$ cat config.mk
export PLATFORM = sky130hd
export DESIGN_NAME = comms_slave_flat
export DESIGN_NICKNAME = d
export VERILOG_FILES = /design/src/rtl/comms_pkg.sv /design/src/rtl/comms_slave_if.sv /design/src/rtl/sync_2ff.sv /design/src/rtl/comms_slave.sv /design/src/flat_wrapper.sv
export SDC_FILE = /design/constraint.sdc
export NUM_CORES = 1
export LEC_CHECK = 0
export ABC_CLOCK_PERIOD_IN_PS = 6200
export BUFFER_PORTS_ARGS = -buffer_cell sky130_fd_sc_hd__buf_2
export CORE_MARGIN = 2
export CORE_UTILIZATION = 56
export CTS_BUF_LIST = sky130_fd_sc_hd__clkbuf_16
export CTS_CLUSTER_DIAMETER = 150
export DETAILED_ROUTE_END_ITERATION = 6
export PLACE_DENSITY = 0.86
export SLEW_MARGIN = 15
export SYNTH_ARGS = -nofsm -noshare
export SYNTH_HDL_FRONTEND = slang
export SYNTH_SLANG_ARGS = --single-unit
$ cat constraint.sdc
create_clock -name i_clock -period 6.2 [get_ports i_clock]
set_clock_uncertainty 0.15 [all_clocks]
set_input_delay 1.24 -clock i_clock [delete_from_list [all_inputs] [get_ports i_clock]]
set_output_delay 1.24 -clock i_clock [all_outputs]
set_load 0.05 [all_outputs]
$ cat src/rtl/comms_pkg.sv
// Shared definitions for the comms link (master and slave sides).
//   FRAME_BITS / ADDR_BITS / DATA_BITS : frame geometry, MSB first
//   RW_BIT                             : R/W flag position in the frame (1 = read)
//   comms_state_t                      : frame decoder state
package comms_pkg;

  localparam int unsigned FRAME_BITS = 16;
  localparam int unsigned ADDR_BITS  = 7;
  localparam int unsigned DATA_BITS  = 8;
  localparam int unsigned RW_BIT     = 15;

  typedef enum logic [1:0] {
    IDLE,
    CMD,
    DATA,
    END
  } comms_state_t;

  function automatic logic addr_in_range(input logic [ADDR_BITS-1:0] addr,
                                         input int unsigned count);
    return 32'(addr) < count;
  endfunction

endpackage

$ cat src/rtl/comms_slave_if.sv
// Bus bundle between the comms link / local logic and comms_slave.
//   i_sen/i_sck/i_sdat : serial link from the master (sen active low)
//   o_sout             : serial read data back to the master
//   i_reg_*            : local register load port
//   o_wr_*             : committed SPI write notification
//   o_frame_error      : bad-length frame pulse
interface comms_slave_if;
  import comms_pkg::*;

  logic                 i_sen;
  logic                 i_sck;
  logic                 i_sdat;
  logic                 o_sout;
  logic                 i_reg_we;
  logic [ADDR_BITS-1:0] i_reg_addr;
  logic [DATA_BITS-1:0] i_reg_data;
  logic                 o_wr_valid;
  logic [ADDR_BITS-1:0] o_wr_addr;
  logic [DATA_BITS-1:0] o_wr_data;
  logic                 o_frame_error;

  modport slave (
    input  i_sen, i_sck, i_sdat, i_reg_we, i_reg_addr, i_reg_data,
    output o_sout, o_wr_valid, o_wr_addr, o_wr_data, o_frame_error
  );

  modport master (
    output i_sen, i_sck, i_sdat, i_reg_we, i_reg_addr, i_reg_data,
    input  o_sout, o_wr_valid, o_wr_addr, o_wr_data, o_frame_error
  );

endinterface

$ cat src/rtl/sync_2ff.sv
// Two-flop synchroniser for asynchronous inputs.
//   i_clock, i_reset : destination clock, async active-high reset (flops clear to 0)
//   i_d              : asynchronous input bus
//   o_q              : synchronised output, 2 cycles of latency
module sync_2ff #(
  parameter int unsigned WIDTH = 1
) (
  input  logic             i_clock,
  input  logic             i_reset,
  input  logic [WIDTH-1:0] i_d,
  output logic [WIDTH-1:0] o_q
);

  logic [WIDTH-1:0] meta;

  always_ff @(posedge i_clock or posedge i_reset) begin
    if (i_reset) begin
      meta <= '0;
      o_q  <= '0;
    end else begin
      meta <= i_d;
      o_q  <= meta;
    end
  end

endmodule

$ cat src/rtl/comms_slave.sv
// SPI register responder: decodes 16-bit R/W frames from comms_master,
// returns read data on o_sout, reports committed writes and bad-length frames,
// and accepts local register loads.
//   i_clock, i_reset : system clock, async active-high reset
//   bus              : comms_slave_if.slave (serial link, local port, write/error reports)
module comms_slave
  import comms_pkg::*;
#(
  parameter int unsigned REG_COUNT = 16
) (
  input  logic          i_clock,
  input  logic          i_reset,
  comms_slave_if.slave  bus
);

  localparam int unsigned IDX_W = (REG_COUNT > 1) ? $clog2(REG_COUNT) : 1;
  localparam int unsigned CNT_W = 5;

  logic [2:0] sync_q;
  logic       sen_s, sck_s, sdat_s;
  logic       sen_q, sck_q;
  logic       sen_fall, sen_rise, sck_rise, sck_fall;

  comms_state_t state, state_nx;
  logic [CNT_W-1:0]      bit_cnt;
  logic [FRAME_BITS-2:0] rx;
  logic [FRAME_BITS-1:0] frame_next;
  logic [ADDR_BITS-1:0]  cmd_addr, spi_addr;
  logic [DATA_BITS-1:0]  spi_data;
  logic [DATA_BITS-1:0]  tx;
  logic                  rd_frame;
  logic                  cmd_done, commit;

  logic [DATA_BITS-1:0]  regs [REG_COUNT];

  logic                  sout;
  logic                  wr_valid;
  logic [ADDR_BITS-1:0]  wr_addr;
  logic [DATA_BITS-1:0]  wr_data;
  logic                  frame_error;

  sync_2ff #(.WIDTH(3)) u_sync (
    .i_clock (i_clock),
    .i_reset (i_reset),
    .i_d     ({bus.i_sen, bus.i_sck, bus.i_sdat}),
    .o_q     (sync_q)
  );

  assign sen_s  = sync_q[2];
  assign sck_s  = sync_q[1];
  assign sdat_s = sync_q[0];

  // The synchroniser and edge registers clear to 0, so a sen held low through
  // reset release produces no falling edge and that frame is ignored.
  assign sen_fall = sen_q & ~sen_s;
  assign sen_rise = ~sen_q & sen_s;
  assign sck_rise = ~sck_q & sck_s;
  assign sck_fall = sck_q & ~sck_s;

  assign frame_next = {rx, sdat_s};
  assign cmd_addr   = frame_next[ADDR_BITS-1:0];
  assign spi_addr   = frame_next[RW_BIT-1 -: ADDR_BITS];
  assign spi_data   = frame_next[DATA_BITS-1:0];

  always_comb begin
    state_nx = state;
    cmd_done = 1'b0;
    commit   = 1'b0;
    if (sen_rise) begin
      state_nx = IDLE;
    end else begin
      case (state)
        IDLE: if (sen_fall) state_nx = CMD;
        CMD: begin
          if (sck_rise && bit_cnt == CNT_W'(DATA_BITS - 1)) begin
            state_nx = DATA;
            cmd_done = 1'b1;
          end
        end
        DATA: begin
          if (sck_rise && bit_cnt == CNT_W'(FRAME_BITS - 1)) begin
            state_nx = END;
            commit   = ~frame_next[RW_BIT];
          end
        end
        default: ;
      endcase
    end
  end

  always_ff @(posedge i_clock or posedge i_reset) begin
    if (i_reset) state <= IDLE;
    else         state <= state_nx;
  end

  always_ff @(posedge i_clock or posedge i_reset) begin
    if (i_reset) begin
      sen_q       <= 1'b0;
      sck_q       <= 1'b0;
      bit_cnt     <= '0;
      rx          <= '0;
      tx          <= '0;
      rd_frame    <= 1'b0;
      sout        <= 1'b0;
      wr_valid    <= 1'b0;
      wr_addr     <= '0;
      wr_data     <= '0;
      frame_error <= 1'b0;
      for (int unsigned i = 0; i < REG_COUNT; i++) regs[i] <= '0;
    end else begin
      sen_q       <= sen_s;
      sck_q       <= sck_s;
      wr_valid    <= 1'b0;
      frame_error <= 1'b0;

      if (sen_rise)
        frame_error <= (state != IDLE) && (bit_cnt != CNT_W'(FRAME_BITS));

      // Count keeps running (saturating) in END so long frames are flagged.
      if (state == IDLE && sen_fall)
        bit_cnt <= '0;
      else if (state != IDLE && sck_rise && bit_cnt != '1)
        bit_cnt <= bit_cnt + 1'b1;

      if ((state == CMD || state == DATA) && sck_rise)
        rx <= frame_next[FRAME_BITS-2:0];

      if (cmd_done) begin
        rd_frame <= frame_next[DATA_BITS-1];
        tx       <= addr_in_range(cmd_addr, REG_COUNT) ? regs[cmd_addr[IDX_W-1:0]] : '0;
      end

      // First DATA-state falling edge is the 8th of the frame and presents bit 7.
      if (state == DATA && rd_frame) begin
        if (sck_fall) begin
          sout <= tx[DATA_BITS-1];
          tx   <= {tx[DATA_BITS-2:0], 1'b0};
        end
      end else begin
        sout <= 1'b0;
      end

      // Local load first so a same-address SPI commit below overrides it.
      if (bus.i_reg_we && addr_in_range(bus.i_reg_addr, REG_COUNT))
        regs[bus.i_reg_addr[IDX_W-1:0]] <= bus.i_reg_data;

      if (commit) begin
        wr_valid <= 1'b1;
        wr_addr  <= spi_addr;
        wr_data  <= spi_data;
        if (addr_in_range(spi_addr, REG_COUNT))
          regs[spi_addr[IDX_W-1:0]] <= spi_data;
      end
    end
  end

  assign bus.o_sout        = sout;
  assign bus.o_wr_valid    = wr_valid;
  assign bus.o_wr_addr     = wr_addr;
  assign bus.o_wr_data     = wr_data;
  assign bus.o_frame_error = frame_error;

endmodule

$ cat src/flat_wrapper.sv
// flat-port wrapper written by rule: the top's interface ports become plain ports
module comms_slave_flat import comms_pkg::*;
#(
  parameter int unsigned REG_COUNT = 16
)
  (i_clock, i_reset, bus_i_sen, bus_i_sck, bus_i_sdat, bus_i_reg_we, bus_i_reg_addr, bus_i_reg_data, bus_o_sout, bus_o_wr_valid, bus_o_wr_addr, bus_o_wr_data, bus_o_frame_error);
  comms_slave_if bus_i ();
  input  logic i_clock;
  input  logic i_reset;
  input wire logic [$bits(bus_i.i_sen)-1:0] bus_i_sen;
  input wire logic [$bits(bus_i.i_sck)-1:0] bus_i_sck;
  input wire logic [$bits(bus_i.i_sdat)-1:0] bus_i_sdat;
  input wire logic [$bits(bus_i.i_reg_we)-1:0] bus_i_reg_we;
  input wire logic [$bits(bus_i.i_reg_addr)-1:0] bus_i_reg_addr;
  input wire logic [$bits(bus_i.i_reg_data)-1:0] bus_i_reg_data;
  output wire logic [$bits(bus_i.o_sout)-1:0] bus_o_sout;
  output wire logic [$bits(bus_i.o_wr_valid)-1:0] bus_o_wr_valid;
  output wire logic [$bits(bus_i.o_wr_addr)-1:0] bus_o_wr_addr;
  output wire logic [$bits(bus_i.o_wr_data)-1:0] bus_o_wr_data;
  output wire logic [$bits(bus_i.o_frame_error)-1:0] bus_o_frame_error;
  assign bus_i.i_sen = bus_i_sen;
  assign bus_i.i_sck = bus_i_sck;
  assign bus_i.i_sdat = bus_i_sdat;
  assign bus_i.i_reg_we = bus_i_reg_we;
  assign bus_i.i_reg_addr = bus_i_reg_addr;
  assign bus_i.i_reg_data = bus_i_reg_data;
  assign bus_o_sout = bus_i.o_sout;
  assign bus_o_wr_valid = bus_i.o_wr_valid;
  assign bus_o_wr_addr = bus_i.o_wr_addr;
  assign bus_o_wr_data = bus_i.o_wr_data;
  assign bus_o_frame_error = bus_i.o_frame_error;
  comms_slave #(.REG_COUNT(REG_COUNT)) u_core (.i_clock(i_clock), .i_reset(i_reset), .bus(bus_i));
endmodule
==> summary.md <==
| Metric | Value |
|---|---|
| Family with the most delay on the worst path | `simple AND/OR/NAND/NOR gates` |
| RSZ-0062 raised after global routing | `no` |
| # nets final | `928` |
| Register bit total from synthesis | `185` |
| Commonest register cell after synthesis | `dfrtp_1` |
| Cell mode on critical path | `ha_1` |
| FP Rows | `47` |
| Sequential cell area | `4632 sq um` |
| Cells after synthesis | `904` |
| Setup TNS | `0 ps` |
| Mean Syn Cell Area | `10.56 sq um` |
| Area of the multi-input gates | `4641 sq um` |
| DIE WIDTH | `134.6 um` |
| Synthesis Warnings | `0` |
| Routed Antenna Nets | `0` |
| Headroom to the max-slew limit | `30.59%` |
| Clock Power Share | `34.4%` |
| Detail Placement HPWL | `15.12 mm` |
| Drt drc | `0` |
| Design area | `10410 sq um` |
| Status | `finished clean` |
| Antenna diodes | `0` |
| Worst IR Drop VDD | `0.3138 mV` |
| Core footprint | `16640 sq um` |
| Critical path launch point type | `register` |
| Global-route wire length before repair | `38.18 mm` |
| Fillers | `1259` |
| Number of flops mapped to enable cells by yosys | `0` |
| Vias per cell | `6.308` |
| Reg2Reg Setup Slack | `3100 ps` |
| Hold-critical path endpoint | `u_core.u_sync.o_q[1]` |
| Critical Setup Path Class | `reg2reg` |
| Sw power | `1.035 mW` |
| Logic gate share of total power | `19.2%` |
| Via count | `7147` |
| Seq/Total Area, Yosys | `48.49%` |
| Post-CTS Resized | `0` |
| Area grow syn2layout | `9.029%` |
| Sequential share of power | `46.3%` |
| Min Clock Period, post-route | `3101 ps` |
| Critical Path AT | `3230 ps` |
| Leading area contributor after synthesis | `dfrtp_1` |
| Worst setup EP type | `register` |
| CP bufs+invs | `0` |
| Actual slew at the worst max-slew pin | `1032 ps` |
| TritonRoute pass-1 iters | `6` |
| RD Place Congestion | `0.9015` |
| Worst Hold Depth | `0` |
| Pleak | `4.708 nW` |
| Vias in the first global route | `6986` |
| Initial Util | `57.37%` |
| Yosys top cell area share | `48.49%` |
| Netlist cell types | `44` |
| Hold Violations, Final | `0` |
| Worst R2R Path Depth | `8` |
| Reg-to-reg startpoint | `u_core.bit_cnt[0]` |
| Die area | `18110 sq um` |
| Ports | `39` |
| Hold/Removal Path Class | `reg2reg` |
| Routed WL | `24.09 mm` |
| Synthesized area | `9548 sq um` |
| Sw frac | `32.32%` |
| Critical Path, Cell by Cell | `ha_1 > and3_1 > ha_1 > nand3b_1 > nor3_4 > nand4b_1 > nor2_1 > a21oi_1` |
| Slowest CP cell | `nand4b_1` |
| GRT Util Overall | `27.66%` |
| Cell Area, Placed | `9818 sq um` |
| Period utilisation layout | `50.02%` |
| Hold buffers post-CTS | `0` |
| Worst skew pair latency | `440 ps` |
| Global route total overflow | `0` |
| P per Cell Area | `307.6 nW/um^2` |
| Die Y | `134.6 um` |
| Num CTS Buffers | `17` |
| Max-slew violations | `0` |
| Fmax achieved | `322.5 MHz` |
| WL per Instance | `21.26 um` |
| Buffers added on ports | `38` |
| CTS tree | `yes` |
| Largest stage delay, worst path | `720 ps` |
| Total setup buffers inserted after CTS | `0` |
| Internal Pwr Total | `2.167 mW` |
| Share of layout cells above drive strength 1 | `16.21%` |
| Root Driver | `clkbuf_16` |
| Setup violators final | `0` |
| Iter 0 DRT Violations | `824` |
| Clk slew on worst S/H paths | `70 ps` |
| R2R Path End | `u_core.regs[115]` |
| Clock sinks | `185` |
| H-tree depth | `4` |
| Initial antenna violation count | `0` |
| CP Data Required Time | `6330 ps` |
| Min-delay src | `u_core.u_sync.meta[1]` |
| Worst-path fanout max | `16` |
| Clk buf depth | `2` |
| Syn Nets | `932` |
| Synth area leaders | `dfrtp_1 (48%), mux2i_1 (16%), a21oi_1 (7.7%), nor2_1 (5.9%), mux2_2 (5.5%)` |
| Largest net degree at the start of global routing | `146` |
| Async SR Flop Fraction | `100.0%` |
| Max-cap check violation count | `0` |
==> state kept, by name, summed over array words and instances (netlist names), 2 cells and up <==
| name | count |
|---|---|
| u_core.bit_cnt | 5 |
| u_core.bus.o_wr_addr | 7 |
| u_core.bus.o_wr_data | 8 |
| u_core.regs | 128 |
| u_core.rx | 15 |
| u_core.state | 2 |
| u_core.tx | 8 |
| u_core.u_sync.meta | 3 |
| u_core.u_sync.o_q | 3 |
==> power groups by stage <==
stage	clock network, mW	logic (mW)	registers (mW)
final	1.10	0.616	1.48
after global routing	1.16	0.667	1.50
after CTS	1.11	0.611	1.48
after detailed placement	0	0.606	1.50
after global placement	0	0.589	1.49
after floorplan	0	0.522	1.39
==> worst max path at each step <==
stage | from | to | slack (ps) | cells after the start
global placement | bus_i_reg_addr[6] | u_core.regs[11] | 2790 | 5
detailed placement | bus_i_reg_addr[6] | u_core.regs[77] | 2730 | 6
floorplan | i_reset | u_core.bit_cnt[0] | 2430 | 1
global route | u_core.bit_cnt[0] | u_core.regs[31] | 2850 | 8
finish | u_core.bit_cnt[0] | u_core.regs[115] | 3100 | 8
CTS | bus_i_reg_addr[6] | u_core.regs[90] | 3170 | 5
==> logic make-up (layout without fill, tap and decap cells) <==
logic type	Yosys count	count (layout)	synth area share [%]
compound gates	171	171	9.553
xor+xnor	3	3	0.2752
fa+ha+maj	7	7	0.9173
buf+inv	73	82	2.975
flops	185	185	48.49
mux	214	214	25.15
simple gates	251	251	12.65
==> layout by cell type (no fill, tap or decap), types with 5 or more instances in the layout <==
cell / Yosys / final
buf_2: 8 / 38
mux2i_1: 151 / 151
mux4_2: 16 / 16
nand2_1: 26 / 26
a21oi_1: 147 / 147
and3_1: 5 / 5
nand4b_1: 7 / 7
dfrtp_1: 185 / 183
nor2b_1: 10 / 10
ha_1: 7 / 7
inv_1: 7 / 7
nor3_1: 5 / 5
nand2b_1: 6 / 6
nand3_1: 10 / 10
nor2_1: 150 / 150
clkbuf_16: 0 / 17
nand4_1: 9 / 9
mux2_2: 47 / 47
==> cell usage after synthesis (2+ instances only) <==
| master | count |
|---|---|
| o22ai_1 | 4 |
| nand2_1 | 26 |
| nand4b_1 | 7 |
| nor3_1 | 5 |
| and3_1 | 5 |
| or3_1 | 2 |
| nor4_1 | 4 |
| a21oi_1 | 147 |
| nor2_1 | 150 |
| a211oi_1 | 4 |
| a22oi_1 | 3 |
| buf_1 | 3 |
| o2111ai_1 | 2 |
| o21ai_0 | 4 |
| nand3_1 | 10 |
| clkbuf_1 | 55 |
| ha_1 | 7 |
| xor2_1 | 2 |
| nor4_4 | 3 |
| nor2b_1 | 10 |
| mux2_2 | 47 |
| mux2i_1 | 151 |
| nor2_2 | 2 |
| inv_1 | 7 |
| a211o_1 | 2 |
| a32oi_1 | 3 |
| nand2b_1 | 6 |
| buf_2 | 8 |
| nand4_1 | 9 |
| nor3b_1 | 3 |
| dfrtp_1 | 185 |
| mux4_2 | 16 |
==> per-layer routing <==
| layer | global-route usage (%) | share of wire (%) | vias up | routed length [um] |
|---|---|---|---|---|
| li1 | - | - | 3210 | - |
| met1 | 36.99 | 40 | 3528 | 9708 |
| met2 | 43.99 | 48 | 335 | 11670 |
| met3 | 4.617 | 7.1 | 74 | 1715 |
| met4 | 14.09 | 4.1 | 0 | 999 |
| met5 | 0 | 0 | - | 0 |
==> final cells by class <==
cell class,count,area share (%)
repair buffers,43,2.308
clock inverters,15,1.599
clock buffers,17,4.087
flip-flops and latches,185,44.50
multi-input cells,646,44.58
inverters,7,0.2885
well taps,220,2.644
==> per-stage QoR <==
stage	power, mW	utilization, %	std cells	setup slack, ps	hold WS (ps)
after CTS	3.194	62.55	1133	3169	198.1
after global placement	2.078	59.00	1101	2787	185.8
final	3.202	62.55	1133	3099	196.3
after detailed placement	2.103	59.00	1101	2731	185.8
after global routing	3.323	62.55	1133	2851	201.6
after floorplan	1.911	-	904	2431	181.2
Note: power is estimated with default switching activity, not from simulation.
